[src/rtl/pes_adder_pkg.sv]
// rtl/pes_adder_pkg.sv - shared constants and slice-width helper for the pipelined adder
//
// Contents:
//   PES_ADD / PES_SUB   operation mode encodings for i_mode
//   pes_slice_width()   slice width of a WIDTH/STAGES split, 0 when the split is illegal
`timescale 1ns/1ps

package pes_adder_pkg;

   localparam logic PES_ADD = 1'b0;
   localparam logic PES_SUB = 1'b1;

   // Returns 0 for an illegal configuration so the top level can refuse to
   // elaborate instead of silently truncating slices.
   function automatic int pes_slice_width(input int width, input int stages);
      if (stages < 1 || stages > width)
         return 0;
      if ((width % stages) != 0)
         return 0;
      return width / stages;
   endfunction

endpackage

[src/rtl/pes_adder_slice.sv]
// rtl/pes_adder_slice.sv - SW-bit combinational full adder, one pipeline slice
//
// Ports:
//   a, b   SW-bit operands (b already inverted for subtract)
//   cin    carry into the slice LSB
//   sum    SW-bit slice result
//   cout   carry out of the slice MSB
`timescale 1ns/1ps

module pes_adder_slice #(
   parameter int SW = 4
) (
   input  logic [SW-1:0] a,
   input  logic [SW-1:0] b,
   input  logic          cin,
   output logic [SW-1:0] sum,
   output logic          cout
);

   logic [SW:0] total;

   assign total = {1'b0, a} + {1'b0, b} + {{SW{1'b0}}, cin};
   assign sum   = total[SW-1:0];
   assign cout  = total[SW];

endmodule

[src/rtl/pes_pipe_adder.sv]
// rtl/pes_pipe_adder.sv - pipelined WIDTH-bit adder/subtractor, one slice per stage
//
// Ports:
//   i_clk, i_rst_n     clock, asynchronous active-low reset
//   i_valid, o_ready   input handshake
//   i_a, i_b           WIDTH-bit operands
//   i_cin              carry-in (add mode only)
//   i_mode             PES_ADD: a+b+cin, PES_SUB: a-b
//   o_valid, i_ready   output handshake
//   o_sum              WIDTH-bit result
//   o_carry            carry out of MSB (1 = no borrow when subtracting)
//   o_ovf              two's-complement signed overflow
`timescale 1ns/1ps

module pes_pipe_adder
   import pes_adder_pkg::*;
#(
   parameter int WIDTH  = 16,
   parameter int STAGES = 4
) (
   input  logic             i_clk,
   input  logic             i_rst_n,
   input  logic             i_valid,
   output logic             o_ready,
   input  logic [WIDTH-1:0] i_a,
   input  logic [WIDTH-1:0] i_b,
   input  logic             i_cin,
   input  logic             i_mode,
   output logic             o_valid,
   input  logic             i_ready,
   output logic [WIDTH-1:0] o_sum,
   output logic             o_carry,
   output logic             o_ovf
);

   localparam int SW   = pes_slice_width(WIDTH, STAGES);
   localparam int LAST = STAGES - 1;

   if (SW < 1) begin : g_bad_cfg
      $error("pes_pipe_adder: WIDTH must be a non-zero multiple of STAGES");
   end

   // Pipeline registers. Every stage carries full-width operands and a
   // full-width partial sum; slices below k are final, slices above k are
   // still operands waiting for their turn.
   logic [STAGES-1:0] v_q;
   logic [STAGES-1:0] c_q;
   logic [WIDTH-1:0]  a_q [STAGES];
   logic [WIDTH-1:0]  b_q [STAGES];
   logic [WIDTH-1:0]  s_q [STAGES];
   logic              ovf_q;

   // Per-stage combinational view: what stage k sees and what it will store.
   logic [WIDTH-1:0]  a_d  [STAGES];
   logic [WIDTH-1:0]  b_d  [STAGES];
   logic [WIDTH-1:0]  s_d  [STAGES];
   logic [WIDTH-1:0]  s_nx [STAGES];
   logic [STAGES-1:0] cin_d;
   logic [STAGES-1:0] cout_d;

   logic en;
   logic accept;
   logic ovf_nx;

   // The whole pipe moves as one; it only holds when a result is waiting
   // and the consumer is not taking it.
   assign en      = !v_q[LAST] || i_ready;
   assign accept  = i_valid && en;
   assign o_ready = en;

   for (genvar k = 0; k < STAGES; k++) begin : g_stage
      logic [SW-1:0]    slice_sum;
      logic [WIDTH-1:0] slice_mask;

      if (k == 0) begin : g_first
         // Subtract is a + ~b + 1, so the inversion happens once at entry and
         // the forced carry replaces i_cin.
         assign a_d[k]   = i_a;
         assign b_d[k]   = (i_mode == PES_SUB) ? ~i_b : i_b;
         assign cin_d[k] = (i_mode == PES_SUB) ? 1'b1 : i_cin;
         assign s_d[k]   = '0;
      end else begin : g_next
         assign a_d[k]   = a_q[k-1];
         assign b_d[k]   = b_q[k-1];
         assign cin_d[k] = c_q[k-1];
         assign s_d[k]   = s_q[k-1];
      end

      pes_adder_slice #(
         .SW (SW)
      ) u_slice (
         .a    (a_d[k][k*SW +: SW]),
         .b    (b_d[k][k*SW +: SW]),
         .cin  (cin_d[k]),
         .sum  (slice_sum),
         .cout (cout_d[k])
      );

      // Merge the new slice into the partial sum without disturbing the
      // slices already resolved by earlier stages.
      assign slice_mask = WIDTH'({SW{1'b1}}) << (k * SW);
      assign s_nx[k]    = (s_d[k] & ~slice_mask) | (WIDTH'(slice_sum) << (k * SW));
   end

   // Overflow only needs the MSB of A, effective B and the final sum, all of
   // which are visible at the last stage's inputs.
   assign ovf_nx = (a_d[LAST][WIDTH-1] == b_d[LAST][WIDTH-1]) &&
                   (s_nx[LAST][WIDTH-1] != a_d[LAST][WIDTH-1]);

   always_ff @(posedge i_clk or negedge i_rst_n) begin
      if (!i_rst_n) begin
         v_q   <= '0;
         c_q   <= '0;
         ovf_q <= 1'b0;
         for (int k = 0; k < STAGES; k++) begin
            a_q[k] <= '0;
            b_q[k] <= '0;
            s_q[k] <= '0;
         end
      end else if (en) begin
         v_q[0] <= accept;
         for (int k = 1; k < STAGES; k++) begin
            v_q[k] <= v_q[k-1];
         end
         // Bubbles advance through the data path too; their contents are
         // simply never qualified by a valid bit.
         for (int k = 0; k < STAGES; k++) begin
            a_q[k] <= a_d[k];
            b_q[k] <= b_d[k];
            s_q[k] <= s_nx[k];
            c_q[k] <= cout_d[k];
         end
         ovf_q <= ovf_nx;
      end
   end

   assign o_valid = v_q[LAST];
   assign o_sum   = s_q[LAST];
   assign o_carry = c_q[LAST];
   assign o_ovf   = ovf_q;

endmodule

[config.mk]
export PLATFORM = sky130hd
export DESIGN_NAME = pes_pipe_adder
export DESIGN_NICKNAME = d
export VERILOG_FILES = /design/src/rtl/pes_adder_pkg.sv /design/src/rtl/pes_adder_slice.sv /design/src/rtl/pes_pipe_adder.sv
export SDC_FILE = /design/constraint.sdc
export NUM_CORES = 1
export LEC_CHECK = 0
export CAP_MARGIN = 20
export CORE_ASPECT_RATIO = 1.25
export CORE_MARGIN = 8
export CORE_UTILIZATION = 55
export DETAILED_ROUTE_END_ITERATION = 8
export PLACE_DENSITY_LB_ADDON = 0.08
export SLEW_MARGIN = 5
export SYNTH_ARGS = -nofsm -noshare
export SYNTH_HDL_FRONTEND = slang
export SYNTH_SLANG_ARGS = --single-unit
[constraint.sdc]
create_clock -name i_clk -period 2 [get_ports i_clk]
set_input_delay 0.3 -clock i_clk [delete_from_list [all_inputs] [get_ports i_clk]]
set_output_delay 0.3 -clock i_clk [all_outputs]
set_load 0.005 [all_outputs]
Word-level counts from Yosys, hierarchy flattened
Index checks and enable logic that the tools add are counted.
{ "classes": {"addsub": 8, "multipliers": 0, "div": 0, "magnitude_cmp": 0, "n_eq_ne": 2, "n_shift": 0, "mux": 2, "n_bitwise": 4, "n_reduce_logical": 4} }
{ "op_table": {"columns": ["operator", "n"], "rows": [
  ["adder 4 x 4 -> 5 bit", 4],
  ["adder 5 x 1 -> 5 bit", 4],
  ["2-to-1 mux 16 bit", 1],
  ["inverter 16 bit", 1],
  ["bitwise OR 12 x 16 -> 16 bit", 1],
  ["bitwise OR 8 x 12 -> 12 bit", 1],
  ["bitwise OR 4 x 8 -> 8 bit", 1],
  ["logical AND 1 bit", 2],
  ["== test 1 bit", 1],
  ["zero test 1 bit", 1],
  ["logical OR 1 bit", 1],
  ["2-to-1 mux 1 bit", 1],
  ["inequality test 1 bit", 1]
]} }
{ "word_totals": {"ff_bits": 145, "latch_bits": 0, "mem_bits_rw": 0, "rom_bits": 0, "input_bits": 38, "output_inout_bits": 20, "elab_cells": 33, "n_memories": 0} }

Longest topological paths before layout
Gate-level depths: netlist of the first run.
{ "logic_depth": {"depth_word": 5, "ltp_mapped": 8, "mapped_depth_nobuf": 7} }

Hierarchy
Synthesis of the first run repeated with hierarchy kept, for this count alone.
{ "hier_totals": {"cells_unflattened": 292, "hier_area_um2": 4425.5} }
{ "modules_own_cells": {"columns": ["mod", "instances", "cells_each", "area_each_um2", "seq_area_each_um2"], "rows": [
  ["pes_pipe_adder", 1, 228, 3849.9, 2427.3],
  ["pes_adder_slice", 4, 16, 143.9, 0.0]
]} }

Worst setup path after synthesis of the first run
OpenSTA, ideal clock, no wires.
{ "synth_path": {"kind": "input to register", "from": "in i_mode", "to": "reg c_q[0]", "setup_time_ps": 139, "arrival_ps": 2068, "required_time_ps": 1861, "slack_ps": -207, "path_stages": 8, "path_buffers": 2, "cell_sequence": "buf_4 buf_6 or2_2 fa_1 fa_1 a21o_1 a21oi_1 a21oi_1"} }
{ "synth_between": {"elab_chain_len": 3, "elab_cells_between_ends": 4, "classes_between": "2 x add/sub; 2 x mux"} }
{ "synth_lines": {"columns": ["element", "line_no", "source"], "rows": [
  ["start, declared", "pes_pipe_adder.sv:28", "input logic i_mode,"],
  ["2-to-1 mux 16 bit", "pes_pipe_adder.sv:79", "assign b_d[k] = (i_mode == PES_SUB) ? ~i_b : i_b;"],
  ["adder 4 x 4 -> 5 bit", "pes_adder_slice.sv:22", "assign total = {1'b0, a} + {1'b0, b} + {{SW{1'b0}}, cin};"],
  ["adder 5 x 1 -> 5 bit *", "pes_adder_slice.sv:22", null],
  ["end signal, assigned by index", "pes_pipe_adder.sv:131", "c_q[k] <= cout_d[k];"],
  ["end, declared", "pes_pipe_adder.sv:47", "logic [STAGES-1:0] c_q;"]
]} }
Every way passes the cells marked *; elsewhere a longest branch is shown, timed or not.
A chain may end at the register's enable or synchronous reset.

Worst setup path after layout of the first run
{ "layout_path": {"from": "in i_cin", "to": "reg c_q[0]"} }
{ "layout_between": {"elab_chain_len": 2} }
{ "layout_lines": {"columns": ["element", "line_no", "source"], "rows": [
  ["start, declared", "pes_pipe_adder.sv:27", "input logic i_cin,"],
  ["2-to-1 mux 1 bit", "pes_pipe_adder.sv:80", "assign cin_d[k] = (i_mode == PES_SUB) ? 1'b1 : i_cin;"],
  ["adder 5 x 1 -> 5 bit", "pes_adder_slice.sv:22", null]
]} }
Every way passes these cells.

==> results of run 1 <==
-- timing repair --
action                                 in CTS  in global routing
gates resized for setup                     1                  1
hold buffers                                1                  0
setup endpoints to repair                   1                  1
endpoints found under the hold margin      33                  0
-- worst register-to-register path, delay by kind of cell, from the launching register on --
kind,cells,cell delay [ps]
adders and majority gates,2,880
AOI/OAI and AO/OA,3,460
DFF,1,410
-- registers in the layout, indices dropped and copies added (netlist names) --
| register | flops |
|---|---|
| b_d | 24 |
| s_d | 24 |
| a_d | 24 |
| o_ovf | 1 |
| c_q | 4 |
| v_q | 4 |
| o_sum | 16 |
-- final cells by class --
| class | count | share of cell area [%] |
|---|---|---|
| flip-flops and latches | 97 | 46.2 |
| multi-input cells | 327 | 33.3 |
| repair buffers | 69 | 13.3 |
| clock buffers | 9 | 2.36 |
| well taps | 95 | 2.26 |
| clock inverters | 7 | 1.53 |
| inverters | 15 | 1.07 |
-- path summary, 6_finish.rpt --
check | cells past startpoint | endpoint
min in group i_clk | 3 | a_d[42]
setup / recovery | 7 | c_q[0]
hold reg to reg | 2 | a_d[27]
max in group asynchronous | 3 | b_d[27]
setup reg to reg | 5 | c_q[2]
hold / removal | 2 | a_d[40]
-- power by group through the flow --
stage	clock network [uW]	registers, uW	logic, uW
detailed placement	0	3370	2840
floorplan	0	3260	1910
CTS	1320	3330	2850
finish	1280	3320	2800
global route	1400	3430	3240
global placement	0	3330	2740
-- per-layer routing --
metal / routed length, um / vias up / global-route usage (%)
met1: 3680 / 1451 / 20.5
met2: 4050 / 47 / 27.2
met4: 123 / 0 / 6.27
met5: 0 / - / 0
met3: 350 / 7 / 3.82
li1: - / 1564 / -
-- stage by stage --
stage / hold slack (ps) / worst slack, ps / setup TNS, ps / std cells / util [%]
2_1_floorplan: 4.41 / -48.7 / -48.7 / 462 / -
3_3_place_gp: 286 / -390 / -1200 / 602 / 64.9
3_5_place_dp: 290 / -420 / -1340 / 602 / 64.9
4_1_cts: 447 / 101 / 0 / 619 / 67.7
5_1_grt: 471 / 30.6 / 0 / 619 / 67.7
6_report: 447 / 78.7 / 0 / 619 / 67.7
-- layout by cell type, fill, tap and decap left out, types with 4 or more instances in the layout --
master           instances
nor2b_1                  4
clkdlybuf4s50_1         55
dfrtp_1                 97
clkbuf_8                 9
a21oi_1                 13
xnor2_1                 14
xor2_1                   6
o21ai_0                 19
fa_1                     6
nor2_1                   8
nand2_1                217
ha_1                    12
inv_1                   13
buf_4                    9
-- cell families after synthesis --
group | Yosys count | share of synthesized area, %
AO/OA/AOI/OAI | 42 | 5.72
XOR/XNOR | 20 | 4.03
adder cells (fa/ha/maj) | 20 | 7.13
buffers and inverters | 38 | 4.40
flip-flops | 97 | 55.8
multiplexers | 3 | 0.690
AND/OR/NAND/NOR | 242 | 22.3
==> impl_metrics.yaml, run 1 <==
layout:
  areaGrowthSynthToFinish_pct: 20.6
  multi_input_area_um2: 1750
  regArea_um2: 2430
  layout-drive-gt1-share_pct: 7.25
  nets: 577
  antenna_cells: 0
  num-fill-cells: 632
  fin_area_um2: 5250
timing:
  fmax_mhz: 520
  fin_skew_ps: 6.55
  finalCritPeriodShare_pct: 96.1
  rsz0062_at_grt: "false"
  relSlewSlack_pct: 68.8
  setup_viol: 0
  worst_pin_slew_ps: 468
  maxSlewViolCount: 0
  period_minus_slack_ps: 1920
  hold_viol: 0
placement:
  post-dp-hpwl_um: 5900
  place_area_um2: 5030
  place_congestion: 0.772
  port_buffers: 57
cts:
  cts_buffers: 9
  path_clk_slew_ps: 100
  clkLatencyLatePin_ps: 360
  clock_path_buffers: 2
  clock-sinks: 97
  cts_setup_buffers: 0
  ctsHtreeMaxLevel: 3
  cts_root_buffer: "clkbuf_8"
  cts_tree: "built"
flow_run:
  cap_viol_max_count: 0
synth:
  synth_warnings: 0
  yosysUniqueCellTypes: 32
  netlist_area_um2: 4350
  yosysMostFrequentCell: "nand2_1"
  synth_edf_count: 0
  synthTopCellsByArea: "dfrtp_1, nand2_1, fa_1, ha_1, xnor2_1"
  syn-num-nets: 520
  synth_flop_cell: "dfrtp_1"
  postSynthAreaPerCell_um2: 9.42
  ys_seq_elements: 97
  yosys.area.top_type: "dfrtp_1"
  synth-async-reset-ratio_pct: 100
  ys_seq_area_share_pct: 55.8
  synthCells: 462
  synth_top_area_share_pct: 55.8
  synth_common_cells: "nand2_1, dfrtp_1, o21ai_0"
worst_setup_path:
  path_cells: "clkdlybuf4s50_1 -> or2_4 -> fa_2 -> fa_2 -> a21o_1 -> a21oi_1 -> a21oi_1"
  crit_path_end_kind: "flip-flop"
  path_delay_family: "adder cells"
  reg2reg_slack_ps: 130
  r2r_start: "a_d[24]"
  slowest_stage: "fa_2"
  crit_buf_inv: 1
  critPathLaunch: "i_cin"
  crit_path_max_fanout: 2
  slowest_delay_ps: 420
  cp.arrival_ps: 2170
  crit_type: "input pin to flip-flop"
  start_kind: "input pin"
  crit_required_ps: 2240
pwr:
  pwr-share-seq_pct: 44.8
  power_frac_clock_pct: 17.3
  power_uw: 7400
  p_sw_uw: 2620
  switching_share_pct: 35.4
  peakVddDrop_v: 0.000699
  leakage_uw: 0.00260
  powerDensity_nw_per_um2: 1410
  combPwrFrac_pct: 37.8
  p_int_uw: 4780
die:
  coreArea_um2: 7750
  dieArea_um2: 11000
  die_y_um: 115
  io_pins: 58
  rows: 36
  die-width_um: 95.6
  start_util_pct: 56.2
routing:
  num_vias: 3069
  routed_wl_um: 8210
  final_antenna_net_count: 0
  drc: 0
  via_per_inst: 4.96
  drt_iter0_markers: 114
  first_pass_iters: 4
  wl_per_cell_um: 13.3
grt:
  grt_max_degree: 60
  overflow: 0
  grt_pass1_wl_um: 14400
  antenna_found_initial: 0
  first_global_vias: 3097
  track_usage_pct: 16.5
outcome:
  status: "completed"
min_path:
  hp-class: "input pin to asynchronous set/reset pin"
Note: power is estimated with default switching activity, not from simulation.
==> inputs of run 2 (changes only) <==
--- a/config.mk
+++ b/config.mk
@@ -12,3 +12,5 @@
 export DETAILED_ROUTE_END_ITERATION = 8
+export GPL_TIMING_DRIVEN = 0
 export PLACE_DENSITY_LB_ADDON = 0.08
+export SETUP_SLACK_MARGIN = 0.05
 export SLEW_MARGIN = 5
--- a/constraint.sdc
+++ b/constraint.sdc
@@ -3,2 +3,2 @@
 set_output_delay 0.3 -clock i_clk [all_outputs]
-set_load 0.005 [all_outputs]
+set_load 0.02 [all_outputs]
==> impl_metrics.yaml, run 2 (synthesized netlist as in run 1, its figures left out) <==
outcome:
  status: "completed"
worst_setup_path:
  slowest_delay_ps: 420
  crit_path_frequent_cell: "fa_2"
  cp.arrival_ps: 2170
  crit_required_ps: 2250
  crit_buf_inv: 1
  crit_path_end_kind: "flip-flop"
  path_delay_family: "adder cells"
  crit_type: "input pin to flip-flop"
  crit_path_max_fanout: 2
  start_kind: "input pin"
  slowest_stage: "fa_2"
  path_cells: "clkdlybuf4s50_1 -> or2_4 -> fa_2 -> fa_2 -> a21o_1 -> a21oi_2 -> a21oi_1"
grt:
  overflow: 0
  grt_pass1_wl_um: 15500
  antenna_found_initial: 0
  grt_max_degree: 57
  grt_use_met2_pct: 30.6
  met3_usage_pct: 2.85
  track_usage_pct: 18.3
  busiest_layer: "met2"
  first_global_vias: 3255
  gr-usage-met1_pct: 22.4
die:
  die-width_um: 95.6
  io_pins: 58
  coreArea_um2: 7750
  die_y_um: 115
  start_util_pct: 56.2
  rows: 36
  dieArea_um2: 11000
routing:
  drt_iter0_markers: 143
  num_vias: 3185
  final_antenna_net_count: 0
  via_per_inst: 5.06
  first_pass_iters: 4
  routed_wl_um: 9140
  wl_per_cell_um: 14.5
  drc: 0
min_path:
  hp-class: "input pin to flip-flop"
cts:
  cts_root_buffer: "clkbuf_8"
  cts_setup_buffers: 0
  clock_path_buffers: 2
  ctsHtreeMaxLevel: 3
  clkLatencyLatePin_ps: 360
  path_clk_slew_ps: 90
  clock-sinks: 97
  cts_buffers: 9
  cts_tree: "built"
placement:
  port_buffers: 56
  place_congestion: 0.842
  post-dp-hpwl_um: 6860
  place_area_um2: 5080
  dp_slack_ps: -367
  dp_cells: 614
timing:
  fmax_mhz: 521
  setup_viol: 0
  rsz0062_at_grt: "true"
  hold_slack_ps: 262
  hold_viol: 0
  timing.final.ws_setup_ps: 79.1
  fin_skew_ps: 5.73
  relSlewSlack_pct: 63.0
  maxSlewViolCount: 0
  period_minus_slack_ps: 1920
  worst_pin_slew_ps: 555
  finalCritPeriodShare_pct: 96.0
pwr:
  peakVddDrop_v: 0.000773
  leakage_uw: 0.00266
  powerDensity_nw_per_um2: 1490
layout:
  final_cells: 630
  nets: 588
  areaGrowthSynthToFinish_pct: 22.3
  antenna_cells: 0
  fin_area_um2: 5320
  final_cell_mix: "nand2_1, dfrtp_1, clkdlybuf4s50_1"
  layout_commonest_cell: "nand2_1"
  layout-drive-gt1-share_pct: 9.16
flow_run:
  cap_viol_max_count: 0
[run 2: timing repair]
item                                    in CTS  in global routing
hold buffers                                 1                  0
gates resized for setup                      2                  2
hold endpoints to repair                    41                  0
endpoints found under the setup margin       2                  2
[run 2: report_power, final]
part / internal, uW / switching [uW] / total (uW)
Combinational: 1400 / 1770 / 3170
Clock: 751 / 646 / 1400
Sequential: 2830 / 513 / 3340
[run 2: per-stage QoR]
| stage | TNS, ps | util [%] | power (uW) |
|---|---|---|---|
| after CTS | 0 | 68.6 | 7960 |
| after global routing | 0 | 68.7 | 8560 |
| after detailed placement | -973 | 65.6 | 6560 |
| final | 0 | 68.7 | 7910 |
| after floorplan | -56.8 | - | 5390 |
| after global placement | -281850 | 65.2 | 6400 |
[run 2: worst paths after layout]
| path | startpoint | endpoint | slack [ps] | cells after the start |
|---|---|---|---|---|
| worst max-delay path | i_cin | c_q[0] | 80 | 7 |
| worst min-delay path | i_mode | b_d[39] | 260 | 3 |
| worst max register to register | a_d[24] | c_q[2] | 140 | 5 |
| worst min register to register | o_sum[4] | o_sum[4] | 470 | 2 |
| max in group asynchronous | i_rst_n | c_q[2] | 870 | 3 |
| min in group asynchronous | i_rst_n | a_d[40] | 470 | 2 |
[run 2: cell type report]
class,instances,area (um2)
sequential,97,2430
fill,649,2420
multi-input combinational,327,1750
timing repair buffer,58,594
clock buffer,15,196
buffer,22,148
tap,95,119
inverter,15,56.3
clock inverter,1,30.0
[run 2: metal layers]
metal | wire, um | up-vias | part of all wire [%]
met5 | 0 | - | 0
met4 | 235 | 0 | 2.6
met3 | 379 | 16 | 4.1
met2 | 4620 | 63 | 51
met1 | 3910 | 1517 | 43
li1 | - | 1589 | -
[run 2: tightest hold or removal path: cells and delay by family]
family	cells	cell delay, ps
XOR/XNOR	1	110
AO/OA/AOI/OAI	1	60
buffers and inverters	1	110
